==> config.mk <==
export PLATFORM = sky130hd
export DESIGN_NAME = alu_op_sequencer
export DESIGN_NICKNAME = d
export VERILOG_FILES = /design/src/rtl/alu_seq_pkg.sv /design/src/rtl/pb_edge_detect.sv /design/src/rtl/alu_op_sequencer.sv
export SDC_FILE = /design/constraint.sdc
export NUM_CORES = 1
export LEC_CHECK = 0
export CAP_MARGIN = 30
export CELL_PAD_IN_SITES_DETAIL_PLACEMENT = 0
export CELL_PAD_IN_SITES_GLOBAL_PLACEMENT = 2
export CORE_MARGIN = 4
export CORE_UTILIZATION = 39
export CTS_CLUSTER_DIAMETER = 60
export DETAILED_ROUTE_END_ITERATION = 12
export PLACE_DENSITY = 0.87
export SYNTH_ARGS = -nofsm -noshare
export SYNTH_HDL_FRONTEND = slang
export SYNTH_SLANG_ARGS = --single-unit
==> constraint.sdc <==
create_clock -name slow_clk -period 3.2 [get_ports slow_clk]
set_input_delay 0.32 -clock slow_clk [delete_from_list [all_inputs] [get_ports slow_clk]]
set_output_delay 0.32 -clock slow_clk [all_outputs]
set_load 0.05 [all_outputs]
==> src/rtl/alu_seq_pkg.sv <==
// Shared encodings for the ALU operation sequencer: FSM states, display
// letter codes and the helper that maps sequencer status to a letter.
package alu_seq_pkg;

  typedef enum logic [2:0] {
    S_A    = 3'd0,
    S_B    = 3'd1,
    S_OP   = 3'd2,
    S_EXEC = 3'd3,
    S_SHOW = 3'd4
  } state_t;

  localparam logic [3:0] LET_A = 4'hA;  // waiting for operand A
  localparam logic [3:0] LET_B = 4'hB;  // waiting for operand B
  localparam logic [3:0] LET_C = 4'hC;  // waiting for opcode / executing
  localparam logic [3:0] LET_D = 4'hD;  // showing the latest result
  localparam logic [3:0] LET_E = 4'hE;  // wrong button pressed
  localparam logic [3:0] LET_F = 4'hF;  // browsing result history

  // Error beats browsing, browsing beats the plain state letter.
  function automatic logic [3:0] letter_code(input state_t s,
                                             input logic   err,
                                             input logic   browse);
    logic [3:0] code;
    code = LET_A;
    if (err) begin
      code = LET_E;
    end else if (browse) begin
      code = LET_F;
    end else begin
      case (s)
        S_A:         code = LET_A;
        S_B:         code = LET_B;
        S_OP,
        S_EXEC:      code = LET_C;
        S_SHOW:      code = LET_D;
        default:     code = LET_A;
      endcase
    end
    return code;
  endfunction

endpackage

==> src/rtl/pb_edge_detect.sv <==
// Rising-edge detector for one debounced push button. The previous sample
// is registered so a held button produces a single one-cycle rise.
module pb_edge_detect (
  input  logic slow_clk,
  input  logic reset_debounced,
  input  logic pb,
  output logic rise
);

  logic prev;

  // Remember last cycle's button level.
  always_ff @(posedge slow_clk or posedge reset_debounced) begin
    if (reset_debounced) begin
      prev <= 1'b0;
    end else begin
      prev <= pb;
    end
  end

  assign rise = pb & ~prev;

endmodule

==> src/rtl/alu_op_sequencer.sv <==
// Push-button front end for an external combinational ALU. The user enters
// operand A, operand B and an opcode from the switches; the sequencer
// latches the ALU result, keeps a small circular history of results and
// lets the user browse it newest to oldest. letters/disp_val drive the
// display path.
//
// state  | meaning
// S_A    | waiting for operand A (reset state)
// S_B    | waiting for operand B
// S_OP   | waiting for the opcode
// S_EXEC | one cycle: ALU result is latched at its end
// S_SHOW | result on display; a/b/op start a new operation, hist browses
module alu_op_sequencer
  import alu_seq_pkg::*;
#(
  parameter int WIDTH      = 8,
  parameter int OP_W       = 3,
  parameter int HIST_DEPTH = 4
) (
  input  logic             slow_clk,
  input  logic             reset_debounced,
  input  logic             pb_a,
  input  logic             pb_b,
  input  logic             pb_op,
  input  logic             pb_hist,
  input  logic [WIDTH-1:0] sw,
  input  logic [WIDTH:0]   alu_out,
  output logic [WIDTH-1:0] a_q,
  output logic [WIDTH-1:0] b_q,
  output logic [OP_W-1:0]  op_q,
  output logic [WIDTH-1:0] led,
  output logic [3:0]       letters,
  output logic [WIDTH:0]   disp_val,
  output logic             result_valid
);

  localparam int PTR_W = $clog2(HIST_DEPTH);
  localparam int CNT_W = PTR_W + 1;
  localparam logic [CNT_W-1:0] CNT_FULL = CNT_W'(HIST_DEPTH);

  logic rise_a, rise_b, rise_op, rise_hist;
  logic acc_a, acc_b, acc_op, acc_hist;

  state_t           state;
  logic [WIDTH:0]   result_q;
  logic             err;
  logic             browse;
  logic [PTR_W-1:0] rd_idx;
  logic [PTR_W-1:0] wr_ptr;
  logic [CNT_W-1:0] count;
  logic [PTR_W-1:0] newest_idx;
  logic [PTR_W-1:0] oldest_idx;
  logic             hist_we;

  logic [WIDTH:0]   hist_mem [HIST_DEPTH];

  pb_edge_detect u_edge_a (
    .slow_clk        (slow_clk),
    .reset_debounced (reset_debounced),
    .pb              (pb_a),
    .rise            (rise_a)
  );

  pb_edge_detect u_edge_b (
    .slow_clk        (slow_clk),
    .reset_debounced (reset_debounced),
    .pb              (pb_b),
    .rise            (rise_b)
  );

  pb_edge_detect u_edge_op (
    .slow_clk        (slow_clk),
    .reset_debounced (reset_debounced),
    .pb              (pb_op),
    .rise            (rise_op)
  );

  pb_edge_detect u_edge_hist (
    .slow_clk        (slow_clk),
    .reset_debounced (reset_debounced),
    .pb              (pb_hist),
    .rise            (rise_hist)
  );

  // At most one button is accepted per cycle: a > b > op > hist.
  always_comb begin
    acc_a    = rise_a;
    acc_b    = rise_b  & ~rise_a;
    acc_op   = rise_op & ~rise_a & ~rise_b;
    acc_hist = rise_hist & ~rise_a & ~rise_b & ~rise_op;
  end

  // With a full buffer count truncates to zero, making wr_ptr the oldest slot.
  always_comb begin
    newest_idx = wr_ptr - PTR_W'(1);
    oldest_idx = wr_ptr - count[PTR_W-1:0];
    hist_we    = (state == S_EXEC);
  end

  // Sequencer FSM with registered operands, result and browse pointer.
  always_ff @(posedge slow_clk or posedge reset_debounced) begin
    if (reset_debounced) begin
      state        <= S_A;
      a_q          <= '0;
      b_q          <= '0;
      op_q         <= '0;
      led          <= '0;
      result_q     <= '0;
      result_valid <= 1'b0;
      err          <= 1'b0;
      browse       <= 1'b0;
      rd_idx       <= '0;
      wr_ptr       <= '0;
      count        <= '0;
    end else begin
      result_valid <= 1'b0;
      case (state)
        S_A: begin
          if (acc_a) begin
            a_q   <= sw;
            led   <= sw;
            err   <= 1'b0;
            state <= S_B;
          end else if (acc_b || acc_op) begin
            err <= 1'b1;
          end
        end
        S_B: begin
          if (acc_b) begin
            b_q   <= sw;
            led   <= sw;
            err   <= 1'b0;
            state <= S_OP;
          end else if (acc_a || acc_op) begin
            err <= 1'b1;
          end
        end
        S_OP: begin
          if (acc_op) begin
            op_q  <= sw[OP_W-1:0];
            led   <= WIDTH'(sw[OP_W-1:0]);
            err   <= 1'b0;
            state <= S_EXEC;
          end else if (acc_a || acc_b) begin
            err <= 1'b1;
          end
        end
        S_EXEC: begin
          result_q     <= alu_out;
          result_valid <= 1'b1;
          wr_ptr       <= wr_ptr + PTR_W'(1);
          if (count != CNT_FULL) begin
            count <= count + CNT_W'(1);
          end
          state <= S_SHOW;
        end
        S_SHOW: begin
          if (acc_a) begin
            a_q    <= sw;
            led    <= sw;
            err    <= 1'b0;
            browse <= 1'b0;
            state  <= S_B;
          end else if (acc_b) begin
            b_q    <= sw;
            led    <= sw;
            err    <= 1'b0;
            browse <= 1'b0;
            state  <= S_EXEC;
          end else if (acc_op) begin
            op_q   <= sw[OP_W-1:0];
            led    <= WIDTH'(sw[OP_W-1:0]);
            err    <= 1'b0;
            browse <= 1'b0;
            state  <= S_EXEC;
          end else if (acc_hist && (count != '0)) begin
            if (!browse) begin
              browse <= 1'b1;
              rd_idx <= newest_idx;
            end else if (rd_idx == oldest_idx) begin
              rd_idx <= newest_idx;
            end else begin
              rd_idx <= rd_idx - PTR_W'(1);
            end
          end
        end
        default: state <= S_A;
      endcase
    end
  end

  // History storage; stale entries are masked by count, so no reset needed.
  always_ff @(posedge slow_clk) begin
    if (hist_we) begin
      hist_mem[wr_ptr] <= alu_out;
    end
  end

  // Display path selects between the browsed entry and the live result.
  always_comb begin
    letters  = letter_code(state, err, browse);
    disp_val = browse ? hist_mem[rd_idx] : result_q;
  end

endmodule

==> out/metrics.cfg <==
[clocking]
insertion_delay_ns = 0.35
cts_sinks = 89
clockRootBuffer = clkbuf_8
cts_buffers = 9
ctsResizeCount = 0
ctsHoldBuffers = 0
cts_setup_buffers = 0
htreeDepth = 3
clk_path_buf_depth = 2
cts_tree = yes
clkTransAtPathRegs_ns = 0.09

[timing]
grt_setup_unrepaired = false
drv_slew = 0
fin_crit_sh_pct = 89.4
fin_crit_ns = 2.86
worst_slew_pin_slew_ns = 0.771
timing.setup.tns_ns = 0
fmax_mhz = 349
final-setup-viol-count = 0
worst_slew_margin_rel_pct = 48.3
finalHoldViolCount = 0
finalClockSkew_ns = 0.00713
worst_slack_ns = 0.338

[detailed_routing]
vias = 2275
first_pass_iters = 4
ant_nets = 0
wl_per_cell_um = 16.3
via_per_inst = 4.86
drt_iter0_drc = 82
wirelength_um = 7610
route.detailed.drc = 0

[synth]
yosysTopAreaCell = dfrtp_1
netlist_area_um2 = 3800
synth-async-reset-ratio_pct = 59.6
synthTopCellsByArea = dfrtp_1 (35%), edfxtp_1 (28%), mux2_2 (9.2%)
yosysSeqAreaShare_pct = 63.4
avgSynthCellArea_um2 = 14.2
synth-seq-cells = 89
yosysWarnings = 0
synthFlopType = dfrtp_1
synth.distinct_cells = 46
synth_fp_nets = 297
synth-edff-count = 36
yosysTopAreaCellShare_pct = 34.9
synthCells = 267

[floorplan]
chipWidth_um = 107
die_h_um = 107
die-area_um2 = 11400
core_um2 = 9370
rows = 35
ios = 64
start_util_pct = 40.5

[global_routing]
grt_overflow_total = 0
grtUsageTotal_pct = 14.5
antenna_found_initial = 0
grt_pass1_wl_um = 12700
grt_pass1_vias = 2405
grt_max_degree = 43

[layout]
antenna_cells = 0
area_growth_pct = 24.9
layout.nets = 364
drive_above_1_share_pct = 20.6

[placed_design]
gp_congestion = 0.782
portBuffers = 62
hpwl_um = 5180
pre_cts_slack_ns = 0.430

[status]
status = finished, final reports clean

[worst_setup_path]
arrival_ns = 2.54
end_kind = output port
required_ns = 2.88
crit_type = flip-flop to output port
startpoint_type = flip-flop
cp_max_fo = 14

[pwr]
leakage_nw = 1.87
power_density_nw_per_um2 = 1030
finalPower_mw = 4.90
ir_drop_v = 0.000480

[worst_hold_path]
hold_class = input pin to asynchronous set/reset pin

[flow_run]
maxCapViolations = 0

## critical path: stages (launching register included)
cell	delay, ns
dfrtp_2	0.64
mux4_2	0.56
mux2_2	0.28
clkdlybuf4s50_1	0.70
## synth_stat cells (2+ instances only)
cell type	number
ha_1	7
a21oi_1	8
dfrtp_1	53
nand3_1	3
clkbuf_1	4
nand2_1	38
xnor2_1	6
mux2_2	31
xor2_1	2
buf_1	2
nor2b_1	2
mux4_2	9
and2_1	4
nor2_1	9
nand2b_1	4
a22o_1	5
o21ai_0	7
buf_2	2
edfxtp_1	36
o22a_1	2
nor3_2	2
inv_1	7
## routing by layer
metal	vias up	wire, um	share of wire (%)	GRT usage, %
met3	9	238	3.1	2.53
li1	1091	-	-	-
met4	0	138	1.8	6.03
met5	-	0	0	0
met2	38	3610	47	22.3
met1	1137	3620	48	20.3
## through the flow
| step | cell area [um2] | cells | hold WS, ns | utilization, % |
|---|---|---|---|---|
| 5_1_grt | 4740 | 468 | 0.126 | 50.6 |
| 4_1_cts | 4720 | 467 | 0.415 | 50.4 |
| 2_1_floorplan | 3800 | 267 | 0.351 | - |
| 3_3_place_gp | 4550 | 451 | 0.457 | 48.5 |
| 6_report | 4740 | 468 | 0.125 | 50.6 |
| 3_5_place_dp | 4550 | 451 | 0.463 | 48.5 |
## report_power, final
group	internal, mW	switching, mW
combinational	0.952	1.47
sequential	1.51	0.283
clock	0.289	0.399
total	2.75	2.15
## registers in the layout, indices dropped and copies added (netlist names)
| name | count |
|---|---|
| count | 3 |
| err | 1 |
| result_q | 9 |
| wr_ptr | 2 |
| browse | 1 |
| result_valid | 1 |
| u_edge_a.prev | 1 |
| led | 8 |
| u_edge_hist.prev | 1 |
| rd_idx | 2 |
| hist_mem | 36 |
| b_q | 8 |
| u_edge_b.prev | 1 |
| u_edge_op.prev | 1 |
| a_q | 8 |
| op_q | 3 |
| state | 3 |
## placed cells by master (no fill, tap or decap), types with 2 or more instances in the layout
cell type | Yosys | routed
clkdlybuf4s50_1 | 0 | 62
dfrtp_1 | 53 | 52
nand2_1 | 38 | 38
edfxtp_1 | 36 | 36
mux2_2 | 31 | 31
nor2_1 | 9 | 9
mux4_2 | 9 | 9
clkbuf_8 | 0 | 9
a21oi_1 | 8 | 8
o21ai_0 | 7 | 7
ha_1 | 7 | 7
xnor2_1 | 6 | 6
inv_1 | 7 | 6
a22o_1 | 5 | 5
nand2b_1 | 4 | 4
and2_1 | 4 | 4
nand3_1 | 3 | 3
clkinv_4 | 0 | 3
buf_4 | 1 | 3
nor3_2 | 2 | 2
nor2b_1 | 2 | 2
xor2_1 | 2 | 2
o22a_1 | 2 | 2
inv_2 | 1 | 2
clkbuf_1 | 4 | 2
## path summary, 6_finish.rpt
kind,from,endpoint,slack [ns],depth (start not counted)
min in group slow_clk,pb_b,u_edge_b.prev$_DFF_PP0_,0.43,1
worst min register to register,result_q[2]$_DFFE_PP0P_,result_q[2]$_DFFE_PP0P_,0.48,2
worst min-delay path,reset_debounced,b_q[2]$_DFFE_PP0P_,0.13,2
max in group asynchronous,reset_debounced,rd_idx[0]$_DFFE_PP0P_,2.42,4
worst max-delay path,rd_idx[0]$_DFFE_PP0P_,disp_val[7],0.34,3
worst max register to register,state[1]$_DFFE_PP0P_,hist_mem[2][3]$_DFFE_PP_,0.75,4
## cell families (layout without fill, tap and decap cells)
kind of cell | count (synthesis) | count (layout) | share of synthesized area [%]
simple gates | 73 | 73 | 9.95
mux | 41 | 41 | 14.8
fa+ha+maj | 8 | 8 | 2.57
flops | 89 | 89 | 63.4
buf+inv | 18 | 90 | 2.14
compound gates | 29 | 29 | 5.14
xor+xnor | 8 | 8 | 1.85
other cells | 1 | 1 | 0.0988
## final cells by class
cell class / instances / area (um2)
clock buffer: 11 / 131
tap: 129 / 161
clock inverter: 5 / 40.0
sequential: 89 / 2410
timing repair buffer: 66 / 663
inverter: 8 / 30.0
multi-input combinational: 160 / 1310
fill: 826 / 4630
(Power assumes the default switching activity.)
